## src/rtl/dtack_generator.sv

```systemverilog
// dtack_generator: 68k-style DTACK_L / BERR_L generation for the on-chip ROM, RAM
// and IO regions (fixed wait states) and for DRAM / CAN (external acknowledges).
// Optional bus-error timeout is enabled by defining the macro DTACK_TIMEOUT_EN.
module dtack_generator #(
    parameter int ROM_WAIT       = 0,
    parameter int RAM_WAIT       = 0,
    parameter int IO_WAIT        = 2,
    parameter int TIMEOUT_CYCLES = 255
) (
    input  logic Clock,
    input  logic Reset_H,
    input  logic AS_L,
    input  logic UDS_L,
    input  logic LDS_L,
    input  logic OnChipRomSelect_H,
    input  logic OnChipRamSelect_H,
    input  logic DramSelect_H,
    input  logic IOSelect_H,
    input  logic CanBusSelect_H,
    input  logic DramDtack_L,
    input  logic CanBusDtack_L,
    output logic DTACK_L,
    output logic BERR_L
);

    typedef enum logic [1:0] {IDLE, WAIT, ACK, BERR} state_t;
    typedef enum logic [2:0] {RGN_NONE, RGN_ROM, RGN_RAM, RGN_IO, RGN_CAN, RGN_DRAM} region_t;

    // The timeout counter is 8 bits wide, so the limit must fit in 1..255.
    if (TIMEOUT_CYCLES < 1 || TIMEOUT_CYCLES > 255) begin : gBadTimeout
        $error("dtack_generator: TIMEOUT_CYCLES must be in 1..255");
    end

    state_t     state;
    region_t    region;
    logic [7:0] waitCnt;

    region_t    selRegion;
    logic [7:0] selWait;
    logic       cycleStart;
    logic       ackNow;

    assign cycleStart = !AS_L && (!UDS_L || !LDS_L);

    // Priority-encode the region selects (ROM > RAM > IO > CAN > DRAM) and pick the wait count.
    always_comb begin
        selRegion = RGN_NONE;
        selWait   = 8'd0;
        if (OnChipRomSelect_H) begin
            selRegion = RGN_ROM;
            selWait   = 8'(ROM_WAIT);
        end else if (OnChipRamSelect_H) begin
            selRegion = RGN_RAM;
            selWait   = 8'(RAM_WAIT);
        end else if (IOSelect_H) begin
            selRegion = RGN_IO;
            selWait   = 8'(IO_WAIT);
        end else if (CanBusSelect_H) begin
            selRegion = RGN_CAN;
        end else if (DramSelect_H) begin
            selRegion = RGN_DRAM;
        end
    end

    // Acknowledge source for the latched region; no region means only a timeout can end WAIT.
    always_comb begin
        ackNow = 1'b0;
        case (region)
            RGN_ROM, RGN_RAM, RGN_IO: ackNow = (waitCnt == 8'd0);
            RGN_CAN:                  ackNow = !CanBusDtack_L;
            RGN_DRAM:                 ackNow = !DramDtack_L;
            default:                  ackNow = 1'b0;
        endcase
    end

`ifdef DTACK_TIMEOUT_EN
    logic [7:0] toCnt;

    // Bus-cycle FSM with registered DTACK_L / BERR_L and a WAIT timeout.
    always_ff @(posedge Clock) begin
        if (Reset_H) begin
            state   <= IDLE;
            region  <= RGN_NONE;
            waitCnt <= 8'd0;
            toCnt   <= 8'd0;
            DTACK_L <= 1'b1;
            BERR_L  <= 1'b1;
        end else begin
            case (state)
                IDLE: begin
                    DTACK_L <= 1'b1;
                    BERR_L  <= 1'b1;
                    if (cycleStart) begin
                        state   <= WAIT;
                        region  <= selRegion;
                        waitCnt <= selWait;
                        toCnt   <= 8'd0;
                    end
                end
                WAIT: begin
                    if (AS_L) begin
                        state <= IDLE;
                    end else if (ackNow) begin
                        // Acknowledge wins over a timeout landing on the same edge.
                        state   <= ACK;
                        DTACK_L <= 1'b0;
                    end else if (toCnt == 8'(TIMEOUT_CYCLES)) begin
                        state  <= BERR;
                        BERR_L <= 1'b0;
                    end else begin
                        toCnt <= toCnt + 8'd1;
                        if (waitCnt != 8'd0) waitCnt <= waitCnt - 8'd1;
                    end
                end
                ACK: begin
                    if (AS_L) begin
                        state   <= IDLE;
                        DTACK_L <= 1'b1;
                    end
                end
                BERR: begin
                    if (AS_L) begin
                        state  <= IDLE;
                        BERR_L <= 1'b1;
                    end
                end
                default: state <= IDLE;
            endcase
        end
    end
`else
    // Without the timeout there is no bus-error source at all.
    assign BERR_L = 1'b1;

    // Bus-cycle FSM with registered DTACK_L; WAIT ends only on acknowledge, AS_L high or reset.
    always_ff @(posedge Clock) begin
        if (Reset_H) begin
            state   <= IDLE;
            region  <= RGN_NONE;
            waitCnt <= 8'd0;
            DTACK_L <= 1'b1;
        end else begin
            case (state)
                IDLE: begin
                    DTACK_L <= 1'b1;
                    if (cycleStart) begin
                        state   <= WAIT;
                        region  <= selRegion;
                        waitCnt <= selWait;
                    end
                end
                WAIT: begin
                    if (AS_L) begin
                        state <= IDLE;
                    end else if (ackNow) begin
                        state   <= ACK;
                        DTACK_L <= 1'b0;
                    end else if (waitCnt != 8'd0) begin
                        waitCnt <= waitCnt - 8'd1;
                    end
                end
                ACK: begin
                    if (AS_L) begin
                        state   <= IDLE;
                        DTACK_L <= 1'b1;
                    end
                end
                default: state <= IDLE;
            endcase
        end
    end
`endif

endmodule

```

## config.mk

```make
export PLATFORM = sky130hd
export DESIGN_NAME = dtack_generator
export DESIGN_NICKNAME = d
export VERILOG_FILES = /design/src/rtl/dtack_generator.sv
export SDC_FILE = /design/constraint.sdc
export NUM_CORES = 1
export LEC_CHECK = 0
export ABC_AREA = 1
export CAP_MARGIN = 25
export CELL_PAD_IN_SITES_DETAIL_PLACEMENT = 1
export CELL_PAD_IN_SITES_GLOBAL_PLACEMENT = 1
export CORE_AREA = 2 2 59 55
export CTS_CLUSTER_DIAMETER = 150
export DETAILED_ROUTE_END_ITERATION = 12
export DIE_AREA = 0 0 61 57
export HOLD_SLACK_MARGIN = 0.08
export PLACE_DENSITY = 0.69
export SYNTH_ARGS = -nofsm -noshare
export SYNTH_HDL_FRONTEND = slang
export SYNTH_SLANG_ARGS = --single-unit
```

## constraint.sdc

```tcl
create_clock -name Clock -period 2.67 [get_ports Clock]
set_input_delay 0.534 -clock Clock [delete_from_list [all_inputs] [get_ports Clock]]
set_output_delay 0.534 -clock Clock [all_outputs]
set_load 0.005 [all_outputs]
```

==> flow_summary_export.csv, run 1 <==
group,metric,value,unit
run_status,outcome,"completed",
worst_setup_path,critPathLaunchType,"input port",
job,drv_cap,0,
worst_setup_path,crit-reg2reg-launch,"waitCnt[0]",
sta,grt_setup_unrepaired,"no",
placed_design,numPortBuffers,12,
sta,finalSetupViolCount,0,
global_routing,grt_pass1_wl,4220,um
floorplanning,die_height,57,um
worst_setup_path,cp.arrival,1.97,ns
worst_setup_path,r2r-end,"waitCnt[2]",
sta,hold_viol_final,0,
clock_tree,root_buffer,"clkbuf_4",
worst_setup_path,reg2reg_depth,8,
clock_tree,cts_hold_buf,0,
routing,drc_errors,0,
layout,antennaDiodeCount,0,
hold_path,hold_end,"DTACK_L",
clock_tree,cts_tree,"done",
placed_design,dpl.hpwl,1870,um
power,ir_drop,204,uV
global_routing,grt_use_total,16.3,%
yosys,synth.distinct_cells,26,
global_routing,grtUsageMet1,19.5,%
global_routing,antenna_found_initial,0,
routing,num_vias,914,
global_routing,grt_max_degree,14,
clock_tree,cts_buffer_depth,2,
power,p_leak,0.477,nW
global_routing,gr-total-overflow,0,
floorplanning,die_area,0.00348,mm2
clock_tree,cts_setup_buffers,0,
hold_path,worstHoldPathCells,2,
worst_setup_path,r2r_slack,1.02,ns
hold_path,min_from,"DTACK_L",
routing,drt_pass1_iterations,4,
routing,drtIter0Drc,16,
layout,drive_gt1_share,15.3,%
worst_setup_path,worstPathRequired,2.84,ns
placed_design,gp_congestion,0.801,
routing,viasPerCell,4.76,
yosys,synth.avg_cell_area,6.99,um2
worst_setup_path,critPathKind,"in2reg",
yosys,yosysWarnings,0,
global_routing,global_route.usage.met3,4.76,%
routing,ant_nets,0,
floorplanning,coreArea,0.00292,mm2
global_routing,top_usage_layer,"met2",
clock_tree,clkSlewWorstSetupHoldPaths,0.09,ns
sta,period_share,67.3,%
hold_path,hp-class,"reg2reg",
global_routing,grt_pass1_vias,969,
placed_design,postPlaceCellArea,0.00110,mm2
global_routing,grt_use_met2,28.6,%
floorplanning,rows,19,
worst_setup_path,crit_path_max_fanout,13,
sta,final.setup.tns,0,ns
power,power_density,558,mW/mm2
routing,wl,2370,um
sta,max_freq,556,MHz
clock_tree,htree_levels,1,
sta,drv_slew,0,
clock_tree,clock-sinks,14,
floorplanning,die_w,61,um
clock_tree,cts-resized-gates,0,
yosys,ys_seq_elements,14,
clock_tree,clk_latency,0.29,ns
floorplanning,ios,14,
clock_tree,cts_made_buffers,3,
floorplanning,start_util,33.0,%
yosys,netlist_instances,138,
layout,areaGrowthSynthToFinish,17.5,%
worst_setup_path,endpoint_kind,"flip-flop",
routing,wl_per_cell,12.4,um
yosys,synth_nets,152,
sta,min_period,1.80,ns
layout,finalInstanceArea,0.00113,mm2
yosys,ys_seq_area_share,29.1,%
yosys,syn_area,965,um2
sta,finClkSkew,0.00391,ns
layout,fin_nets,165,
-- state kept, by name (all words and copies together), names as in the netlist --
| signal | cells |
|---|---|
| region | 3 |
| DTACK_L | 1 |
| state | 2 |
| waitCnt | 8 |
-- worst max-delay path, cell delays in order --
cell and delay (ns):
clkdlybuf4s50_1 0.51, nor2_2 0.17, nand3_2 0.15, o21ai_4 0.21, nand2_1 0.22, nand2_1 0.12, a21oi_2 0.05
-- stage by stage --
step                setup WS, ns  hold WS [ns]  utilization, %  instances  total power [mW]
floorplan                   1.36         0.441               -        138             0.427
global route               0.780         0.482            38.8        192             0.685
global placement           0.680         0.432            37.5        188             0.469
detailed placement         0.566         0.443            37.5        188             0.477
finish                     0.872         0.455            38.8        192             0.632
CTS                        0.872         0.464            38.8        192             0.644
-- cells in the mapped netlist --
| library cell | instances | area (um2) |
|---|---|---|
| a31oi_1 | 1 | 6.26 |
| nor2_4 | 1 | 11.3 |
| inv_2 | 1 | 3.75 |
| clkdlybuf4s25_2 | 1 | 10.0 |
| o21bai_1 | 2 | 15.0 |
| nor2_1 | 16 | 60.1 |
| nand4_1 | 3 | 18.8 |
| dfxtp_1 | 14 | 280 |
| nand3_1 | 10 | 50.1 |
| conb_1 | 1 | 3.75 |
| a21oi_2 | 3 | 26.3 |
| a211oi_1 | 2 | 15.0 |
| nand2_1 | 29 | 109 |
| a21oi_1 | 10 | 50.1 |
| ha_1 | 2 | 25.0 |
| nor3_1 | 3 | 15.0 |
| o21ai_0 | 7 | 35.0 |
| inv_1 | 15 | 56.3 |
| nor2_8 | 1 | 20.0 |
| inv_4 | 1 | 6.26 |
| nor2_2 | 2 | 12.5 |
| nand2_2 | 2 | 12.5 |
| buf_4 | 1 | 7.51 |
| buf_6 | 2 | 22.5 |
| o21ai_4 | 2 | 32.5 |
| nand3_2 | 6 | 60.1 |
-- cells by family (layout without fill, tap and decap cells) --
family | count (synthesis) | in the layout | share of synthesized area, %
other cells | 1 | 1 | 0.389
compound gates | 27 | 27 | 18.7
fa+ha+maj | 2 | 2 | 2.59
simple gates | 73 | 73 | 38.3
buf+inv | 21 | 33 | 11.0
flops | 14 | 14 | 29.1
-- layout make-up --
type,instances,area (um2)
Sequential cell,14,280
Fill cell,396,1790
Multi-Input combinational cell,103,578
Clock buffer,4,36.3
Timing Repair Buffer,12,120
Tap cell,42,52.6
Inverter,17,66.3
-- layer usage --
layer / vias up / wire length, um
li1: 478 / -
met5: - / 0
met2: 8 / 1210
met4: 0 / 27
met1: 424 / 1050
met3: 4 / 81
-- layout by cell type, fill, tap and decap left out, drive strengths merged --
master,count
conb,1
inv,17
nand4,3
nor2,20
nand2,31
o21ai,9
a211oi,2
o21bai,2
nor3,3
clkdlybuf4s50,12
a31oi,1
a21oi,13
nand3,16
ha,2
dfxtp,14
clkbuf,4
-- how the worst max path moves through the flow --
stage                    start          to  slack (ns)  cells after the start
global route              AS_L  waitCnt[7]        0.78                      7
detailed placement        AS_L  waitCnt[7]        0.57                      8
finish                    AS_L  waitCnt[2]        0.87                      7
global placement          AS_L  waitCnt[7]        0.68                      7
CTS                       AS_L  waitCnt[7]        0.87                      8
floorplan           waitCnt[0]  waitCnt[0]        1.36                      8
-- power by group --
group	total [mW]	internal, mW	switching [mW]
sequential	0.247	0.228	0.0188
combinational	0.224	0.0871	0.137
clock	0.161	0.0831	0.0775
(Power assumes the default switching activity.)
==> inputs of run 2 (changes only) <==
CORE_AREA = 2 2 60 56   (was 2 2 59 55)
DIE_AREA = 0 0 62 58   (was 0 0 61 57)
clock period = 1.52 ns   (was 2.67 ns; I/O delays follow)
==> run 2 against run 1 <==
Effect of this change: die area increased by 3.4%; largest cell class unchanged; sequential power increased by 74%; critical path depth increased by 1; count of clock-buffer cells in the layout decreased by 1.
==> flow_summary_export.csv, run 2 (same netlist as run 1, synthesis figures left out) <==
group,metric,value,unit
worst_setup_path,slowest_delay,0.51,ns
routing,drc_errors,0,
layout,areaGrowthSynthToFinish,28.0,%
sta,hold_viol_final,0,
layout,fin_nets,180,
global_routing,antenna_found_initial,0,
worst_setup_path,slowest_stage,"clkdlybuf4s50_1",
sta,timing.final.ws_setup,0.0625,ns
routing,ant_nets,0,
hold_path,min_from,"DTACK_L",
worst_setup_path,worstPathRequired,1.70,ns
floorplanning,rows,19,
layout,reg_top3,"waitCnt (8), region (3), state (2)",
floorplanning,ios,14,
worst_setup_path,reg2reg_depth,8,
clock_tree,clk_latency,0.28,ns
layout,largest_reg_flops,8,
sta,min_period,1.46,ns
hold_path,hp-class,"reg2reg",
clock_tree,cts_made_buffers,3,
routing,viasPerCell,4.83,
floorplanning,die_w,62,um
routing,wl_per_cell,12.4,um
clock_tree,clock-sinks,14,
sta,finalSetupViolCount,0,
routing,num_vias,994,
worst_setup_path,cp.arrival,1.64,ns
clock_tree,clkSlewWorstSetupHoldPaths,0.09,ns
worst_setup_path,endpoint_kind,"flip-flop",
clock_tree,cts_buffer_depth,2,
global_routing,grt_pass1_vias,1016,
global_routing,grt_use_total,16.6,%
global_routing,grt_max_degree,11,
placed_design,pre_cts_ws,-0.247,ns
worst_setup_path,crit_path_max_fanout,7,
worst_setup_path,crit_start,"AS_L",
sta,hold_ws,0.463,ns
hold_path,hold_end,"DTACK_L",
worst_setup_path,r2r_slack,0.11,ns
sta,finClkSkew,0.00445,ns
clock_tree,root_buffer,"clkbuf_4",
floorplanning,die_area,0.00360,mm2
clock_tree,htree_levels,1,
worst_setup_path,r2r-end,"waitCnt[6]",
placed_design,numPlacedInstances,199,
power,ir_drop,296,uV
placed_design,dpl.hpwl,2050,um
routing,drt_pass1_iterations,4,
worst_setup_path,cp_cell_sequence,"clkdlybuf4s50_1, nor2_2, nand3_2, o21ai_4, buf_4, nand3_1, nand2_1, nor2_1",
global_routing,grt_pass1_wl,4480,um
sta,max_freq,686,MHz
clock_tree,cts_tree,"done",
worst_setup_path,critPathLaunchType,"input port",
floorplanning,start_util,32.5,%
run_status,outcome,"completed",
layout,multi_input_area,581,um2
layout,instances_no_fill,206,
routing,wl,2560,um
layout,regArea,280,um2
floorplanning,coreArea,0.00297,mm2
worst_setup_path,critPathKind,"in2reg",
placed_design,numPortBuffers,12,
placed_design,gp_congestion,0.787,
layout,antennaDiodeCount,0,
global_routing,gr-total-overflow,0,
power,power_density,917,mW/mm2
floorplanning,die_height,58,um
job,drv_cap,0,
layout,fillers,399,
sta,drv_slew,0,
layout,final_common_cell,"nand2_1",
worst_setup_path,path_buf_inv,2,
layout,top_register,"waitCnt",
layout,drive_gt1_share,23.2,%
clock_tree,cts_hold_buf,0,
power,p_leak,0.540,nW
routing,drtIter0Drc,25,
hold_path,worstHoldPathCells,2,
worst_setup_path,critPathTopFamily,"buffers and inverters",
sta,grt_setup_unrepaired,"yes",
worst_setup_path,crit-reg2reg-launch,"state[0]",
layout,layout_common_cells,"28 x nand2_1, 16 x nor2_1, 15 x inv_1, 15 x buf_4, 14 x dfxtp_1",
sta,period_share,95.9,%
==> run 2: changes by cell type in the layout (fill, tap and decap cells not counted), sizes merged <==
| cell | previous run | this run |
|---|---|---|
| buf | 0 | 15 |
| clkbuf | 4 | 3 |
==> run 2: what timing repair did <==
| item | CTS | global route |
|---|---|---|
| buffers inserted | 0 | 4 |
| gates resized for setup | 0 | 1 |
| endpoints found under the setup margin | 0 | 5 |
==> run 2: report_power, final <==
part	total (mW)	switching [mW]	internal, mW
clock network	0.222	0.130	0.0920
registers	0.430	0.0285	0.401
logic	0.481	0.264	0.216
total	1.13	0.423	0.710
==> run 2: worst max-delay path by stage <==
stage,endpoint,depth (start not counted)
2_1_floorplan,waitCnt[0],8
3_3_place_gp,waitCnt[7],8
3_5_place_dp,waitCnt[7],7
4_1_cts,waitCnt[7],7
5_1_grt,waitCnt[6],7
6_report,waitCnt[6],8
==> run 2: worst min-delay path, cell delays in order (launching register included) <==
cell	delay (ns)
dfxtp_1	0.32
nand2_1	0.06
nand2_1	0.04
==> run 2: metrics by stage <==
step | util [%] | power (mW) | area, um2 | TNS, ns
global placement | 39.7 | 0.882 | 1180 | -0.959
floorplan | - | 0.750 | 965 | 0
finish | 41.6 | 1.13 | 1230 | 0
detailed placement | 39.7 | 0.900 | 1180 | -1.98
CTS | 40.5 | 1.12 | 1200 | 0
global route | 41.6 | 1.23 | 1230 | -0.0272
==> run 2: per-layer routing <==
metal  vias to the layer above  share of wire, %  track usage, %
met1                       476                45            21.3
met5                         -                 0               0
met3                         5               2.0            2.68
met4                         0               1.4            5.47
met2                         9                51            27.8
li1                        504                 -               -
==> run 2: cell type report <==
class	count	share of cell area (%)
inverters	17	5.37
flip-flops and latches	14	22.7
repair buffers	27	18.8
well taps	42	4.26
clock buffers	3	1.82
multi-input cells	103	47.0
